===== src/rtl/pool_pkg.sv =====
// rtl/pool_pkg.sv - shared FSM states, mode encodings and clog2 helper for the pooling engine
package pool_pkg;

  typedef enum logic [1:0] {
    IDLE,
    FETCH,
    DRAIN,
    EMIT
  } state_t;

  localparam logic MODE_MAX = 1'b0;
  localparam logic MODE_AVG = 1'b1;

  function automatic int clog2(input int value);
    int bits;
    bits = 0;
    for (int v = value - 1; v > 0; v = v >> 1) bits++;
    return bits;
  endfunction

endpackage


===== src/rtl/pool_reduce.sv =====
// rtl/pool_reduce.sv - four-sample accumulator producing the max or truncated average of a window
module pool_reduce
  import pool_pkg::*;
#(
  parameter int DW = 8
) (
  input  logic          clk,
  input  logic          rst_n,
  input  logic          clear,
  input  logic          sample_valid,
  input  logic          mode,
  input  logic [DW-1:0] sample,
  output logic [DW-1:0] result,
  output logic [2:0]    count
);

  logic [DW+1:0] acc;
  logic [DW+1:0] sample_ext;

  assign sample_ext = {2'b00, sample};

  // acc starts at zero, so the first max comparison always takes the sample
  always_ff @(posedge clk or negedge rst_n) begin
    if (!rst_n) begin
      acc   <= '0;
      count <= '0;
    end else if (clear) begin
      acc   <= '0;
      count <= '0;
    end else if (sample_valid) begin
      count <= count + 3'd1;
      if (mode == MODE_AVG) begin
        acc <= acc + sample_ext;
      end else if (sample_ext > acc) begin
        acc <= sample_ext;
      end
    end
  end

  assign result = (mode == MODE_AVG) ? acc[DW+1:2] : acc[DW-1:0];

endmodule


===== src/rtl/pool2x2_engine.sv =====
// rtl/pool2x2_engine.sv - walks a CH x MAP_H x MAP_W buffer and streams one 2x2 pooled value per window
module pool2x2_engine
  import pool_pkg::*;
#(
  parameter  int DW     = 8,
  parameter  int MAP_W  = 8,
  parameter  int MAP_H  = 8,
  parameter  int CH     = 32,
  parameter  int RD_LAT = 2,
  localparam int AW     = clog2(CH * MAP_W * MAP_H),
  localparam int NW     = CH * (MAP_W / 2) * (MAP_H / 2),
  localparam int CW     = clog2(NW)
) (
  input  logic          clk,
  input  logic          rst_n,
  input  logic          start,
  input  logic          mode,
  output logic          busy,
  output logic          done,
  output logic          rd_en,
  output logic [AW-1:0] rd_addr,
  input  logic [DW-1:0] rd_data,
  output logic          out_valid,
  input  logic          out_ready,
  output logic [DW-1:0] out_data,
  output logic [CW-1:0] out_idx,
  output logic          out_last
);

  localparam int CXW = clog2(MAP_W);
  localparam logic [CXW-1:0] C_LAST = CXW'(MAP_W - 2);

  state_t              state;
  state_t              state_nx;
  logic [1:0]          fetch_cnt;
  logic [AW-1:0]       base;
  logic [CXW-1:0]      col;
  logic [CW-1:0]       idx;
  logic                mode_q;
  logic                done_q;
  logic [RD_LAT-1:0]   rd_pipe;
  logic                smp_valid;
  logic                red_clear;
  logic [2:0]          red_count;
  logic [DW-1:0]       red_result;
  logic                last_win;

  assign last_win  = (idx == CW'(NW - 1));
  assign smp_valid = rd_pipe[RD_LAT-1];

  always_ff @(posedge clk or negedge rst_n) begin
    if (!rst_n) begin
      state <= IDLE;
    end else begin
      state <= state_nx;
    end
  end

  always_comb begin
    state_nx  = state;
    red_clear = 1'b0;
    case (state)
      IDLE: begin
        if (start) begin
          state_nx  = FETCH;
          red_clear = 1'b1;
        end
      end
      FETCH: begin
        if (fetch_cnt == 2'd3) state_nx = DRAIN;
      end
      DRAIN: begin
        // leave on the cycle the fourth sample is presented so out_valid rises with its capture
        if (smp_valid && red_count == 3'd3) state_nx = EMIT;
      end
      EMIT: begin
        if (out_ready) begin
          if (last_win) begin
            state_nx = IDLE;
          end else begin
            state_nx  = FETCH;
            red_clear = 1'b1;
          end
        end
      end
      default: state_nx = IDLE;
    endcase
  end

  always_ff @(posedge clk or negedge rst_n) begin
    if (!rst_n) begin
      fetch_cnt <= '0;
      base      <= '0;
      col       <= '0;
      idx       <= '0;
      mode_q    <= MODE_MAX;
      done_q    <= 1'b0;
    end else begin
      done_q <= (state == EMIT) && out_ready && last_win;
      case (state)
        IDLE: begin
          if (start) begin
            mode_q    <= mode;
            fetch_cnt <= '0;
            base      <= '0;
            col       <= '0;
            idx       <= '0;
          end
        end
        FETCH: fetch_cnt <= fetch_cnt + 2'd1;
        EMIT: begin
          if (out_ready) begin
            fetch_cnt <= '0;
            if (last_win) begin
              base <= '0;
              col  <= '0;
              idx  <= '0;
            end else begin
              idx <= idx + CW'(1);
              // a row wrap and a channel wrap both move the top-left corner by MAP_W+2
              if (col == C_LAST) begin
                col  <= '0;
                base <= base + AW'(MAP_W + 2);
              end else begin
                col  <= col + CXW'(2);
                base <= base + AW'(2);
              end
            end
          end
        end
        default: ;
      endcase
    end
  end

  // tracks which cycles carry returning read data; reset drops anything in flight
  always_ff @(posedge clk or negedge rst_n) begin
    if (!rst_n) begin
      rd_pipe <= '0;
    end else begin
      rd_pipe[0] <= rd_en;
      for (int i = 1; i < RD_LAT; i++) rd_pipe[i] <= rd_pipe[i-1];
    end
  end

  pool_reduce #(
    .DW(DW)
  ) u_reduce (
    .clk         (clk),
    .rst_n       (rst_n),
    .clear       (red_clear),
    .sample_valid(smp_valid),
    .mode        (mode_q),
    .sample      (rd_data),
    .result      (red_result),
    .count       (red_count)
  );

  assign busy      = (state != IDLE);
  assign done      = done_q;
  assign rd_en     = (state == FETCH);
  assign rd_addr   = base + (fetch_cnt[1] ? AW'(MAP_W) : AW'(0)) + AW'(fetch_cnt[0]);
  assign out_valid = (state == EMIT);
  assign out_data  = red_result;
  assign out_idx   = idx;
  assign out_last  = (state == EMIT) && last_win;

endmodule

===== config.mk =====
export PLATFORM = sky130hd
export DESIGN_NAME = pool2x2_engine
export DESIGN_NICKNAME = d
export VERILOG_FILES = /design/src/rtl/pool_pkg.sv /design/src/rtl/pool_reduce.sv /design/src/rtl/pool2x2_engine.sv
export SDC_FILE = /design/constraint.sdc
export NUM_CORES = 1
export LEC_CHECK = 0
export CAP_MARGIN = 40
export CORE_MARGIN = 5
export CORE_UTILIZATION = 45
export DETAILED_ROUTE_END_ITERATION = 12
export MAX_ROUTING_LAYER = met4
export PLACE_DENSITY = 0.66
export SLEW_MARGIN = 20
export SYNTH_ARGS = -nofsm -noshare
export SYNTH_HDL_FRONTEND = slang
export SYNTH_SLANG_ARGS = --single-unit

===== constraint.sdc =====
create_clock -name clk -period 4.45 [get_ports clk]
set_input_delay 0.6675 -clock clk [delete_from_list [all_inputs] [get_ports clk]]
set_output_delay 0.6675 -clock clk [all_outputs]
set_load 0.02 [all_outputs]

==> impl_metrics.py <==
metrics = {
    "final_layout": {
        "diodes": 0,
        "multi_input_area_um2": 1704,
        "final_core_util": 0.5567,
        "nFillCells": 553,
        "drive_gt1_frac": 0.07838,
        "finalNetCount": 412,
        "regArea_um2": 1051,
        "synthToLayoutAreaGrowth_pct": 19.75,
        "final_area_um2": 3535,
    },
    "clock_tree": {
        "cts_tree": "done",
        "cts_hold_buf": 0,
        "cts_buffer_depth": 2,
        "post-cts-setup-buffers": 0,
        "cts_max_level": 2,
        "insertion_delay_ps": 300,
        "numClockSinks": 42,
        "clk_pin_slew_ps": 90,
        "cts_resized": 0,
        "cts-root-buf": "clkbuf_8",
        "numCtsBuffers": 5,
    },
    "global_route": {
        "overflow": 0,
        "grt_max_degree": 32,
        "grt_pass1_wl_mm": 11.47,
        "grt_usage": 0.1689,
        "grt_pass1_vias": 2418,
        "antenna_found_initial": 0,
    },
    "pwr": {
        "p_seq_frac": 0.283,
        "power.internal_w": 0.001208,
        "p_clk_frac": 0.140,
        "switching_share": 0.4513,
        "switchingPower_w": 0.0009939,
        "powerDensity_nw_per_um2": 623.0,
        "ir_worst_vdd_uv": 504.6,
        "p_comb_frac": 0.577,
        "p_leak_nw": 1.594,
    },
    "routing": {
        "dr.pass1.iters": 4,
        "ant_nets": 0,
        "drtIter0Drc": 137,
        "wire_per_inst_um": 14.47,
        "avgViaCountPerCell": 5.398,
        "vias": 2413,
        "drc_errors": 0,
        "routed_wl_mm": 6.468,
    },
    "floorplan": {
        "std_cell_rows": 29,
        "fp.dieW_um": 90.99,
        "coreArea_um2": 6350,
        "die_area_um2": 8279,
        "die_h_um": 90.99,
        "io-pin-count": 46,
        "start_util": 0.4648,
    },
    "outcome": {
        "status": "complete, no violations",
    },
    "timing": {
        "hold_ws_ps": 249.9,
        "setup_viol": 0,
        "fin_crit_sh": 0.6854,
        "tightest_slew_ps": 785.9,
        "max_freq_mhz": 327.8,
        "finalCriticalPeriod_ps": 3050,
        "relSlewSlack": 0.4761,
        "rsz0062_at_grt": "false",
        "fin_skew_ps": 11.79,
        "setup_tns_ps": 0,
        "hold_viol": 0,
        "finalMaxSlewViolations": 0,
    },
    "yosys": {
        "synth_top_area_frac": 0.3561,
        "synth_area_leaders": "dfrtp_1 36%, ha_1 12%, o21ai_0 6.1%",
        "seq_area_frac_synth": 0.3561,
        "synth.distinct_cells": 54,
        "async_flop_share": 1.000,
        "ys.flop_type": "dfrtp_1",
        "yosysTopAreaCell": "dfrtp_1",
        "syn_nets": 375,
        "ys_warn_count": 0,
        "netlist_area_um2": 2952,
        "netlist_instances": 332,
        "synth_seq_cells": 42,
        "synth_common_cells": "42 x dfrtp_1, 42 x nand2_1, 36 x o21ai_0",
        "syn_area_per_cell_um2": 8.890,
        "synth-edff-count": 0,
    },
    "setup_path": {
        "ff2ff_setup_slack_ps": 1400,
        "rr_startpoint": "out_idx[0]$_DFFE_PN0P_",
        "slowest_delay_ps": 410,
        "required_ps": 4630,
        "arrival_ps": 3230,
        "critPathMostFrequentCell": "ha_1",
        "crit_type": "reg -> reg",
        "critPathCaptureType": "flop",
        "cpMaxStageDelayCell": "dfrtp_1",
        "path_cells": "ha_1 > nand2_1 > nor2_1 > and3_1 > ha_1 > nand2b_2 > o22ai_2 > a211o_2 > o21ai_4 > a2111oi_0 > a21o_1",
        "timing.rr.end": "u_reduce.acc[4]$_DFFE_PN0P_",
        "r2r.worst_path.cells": 11,
        "startpoint_type": "flop",
        "critPathMaxFanout": 18,
    },
    "placed_design": {
        "dpl_cell_area_um2": 3422,
        "dp_hpwl_mm": 4.839,
        "port_buffers": 45,
        "gp_congestion": 0.8220,
    },
    "hold_path": {
        "hold_class": "in -> async",
    },
    "run": {
        "maxCapViolCount": 0,
    },
}
-- per-stage QoR --
stage / total power [W] / std cells / setup WS, ps
6_report: 0.002202 / 447 / 1400
5_1_grt: 0.002416 / 447 / 1080
4_1_cts: 0.002228 / 447 / 1388
3_5_place_dp: 0.001911 / 439 / 1425
3_3_place_gp: 0.001879 / 437 / 1483
2_1_floorplan: 0.001565 / 332 / 2011
-- final cells by class --
type	instances	area share
timing repair buffer	47	0.1359
sequential	42	0.2973
clock inverter	3	0.01239
tap	77	0.02726
inverter	24	0.02549
clock buffer	5	0.01947
multi-input combinational	249	0.4821
-- worst max-delay path, delay by kind of cell, from the launching register on --
| family | cells | cell delay (ps) |
|---|---|---|
| AOI/OAI and AO/OA | 5 | 1390 |
| DFF | 1 | 410 |
| and+or+nand+nor | 4 | 730 |
| adders and majority gates | 2 | 410 |
-- sequential cells by signal, summed over array words and instances (netlist names) --
name and flops:
base 10, u_reduce.acc 10, out_idx 9, u_reduce.count 3, col 2, fetch_cnt 2
rd_pipe 2, state 2, done 1, mode_q 1
-- kinds of logic after synthesis --
family | synth area share
compound gates | 0.1967
mux | 0.01780
xor+xnor | 0.05638
simple gates | 0.1768
buf+inv | 0.06655
flops | 0.3561
fa+ha+maj | 0.1297
-- worst max path at each step --
stage,slack (ps),endpoint,start
2_1_floorplan,2010,u_reduce.acc[5]$_DFFE_PN0P_,out_idx[0]$_DFFE_PN0P_
3_3_place_gp,1480,u_reduce.acc[7]$_DFFE_PN0P_,rd_data[5]
3_5_place_dp,1430,u_reduce.acc[4]$_DFFE_PN0P_,rd_data[0]
4_1_cts,1390,u_reduce.acc[4]$_DFFE_PN0P_,out_idx[0]$_DFFE_PN0P_
5_1_grt,1080,u_reduce.acc[4]$_DFFE_PN0P_,out_idx[0]$_DFFE_PN0P_
6_report,1400,u_reduce.acc[4]$_DFFE_PN0P_,out_idx[0]$_DFFE_PN0P_
-- metal layers --
| layer | GRT usage | share of wire | vias to the layer above |
|---|---|---|---|
| met3 | 0.03306 | 0.044 | 5 |
| li1 | - | - | 1217 |
| met2 | 0.2494 | 0.45 | 48 |
| met5 | - | 0 | - |
| met1 | 0.2411 | 0.50 | 1143 |
| met4 | 0.03667 | 0.0071 | 0 |
-- power groups by stage --
| stage | Combinational (W) | Sequential [W] | Clock, W |
|---|---|---|---|
| after floorplan | 0.000975 | 0.000590 | 0 |
| after global placement | 0.00123 | 0.000647 | 0 |
| after detailed placement | 0.00128 | 0.000633 | 0 |
| after CTS | 0.00128 | 0.000625 | 0.000319 |
| after global routing | 0.00143 | 0.000646 | 0.000337 |
| final | 0.00127 | 0.000624 | 0.000308 |
-- placed cells by master, fill, tap and decap left out, drive strengths merged, types with 4 or more instances in the layout --
master	instances
a21o	5
a21oi	11
and3	5
clkbuf	5
clkdlybuf4s50	44
dfrtp	42
ha	29
inv	25
nand2	42
nand2b	6
nand3	6
nand4	5
nor2	28
nor2b	4
nor3	4
o21ai	38
o31ai	7
xnor2	13
xor2	6
No activity file was read; power rests on OpenSTA's default activity.
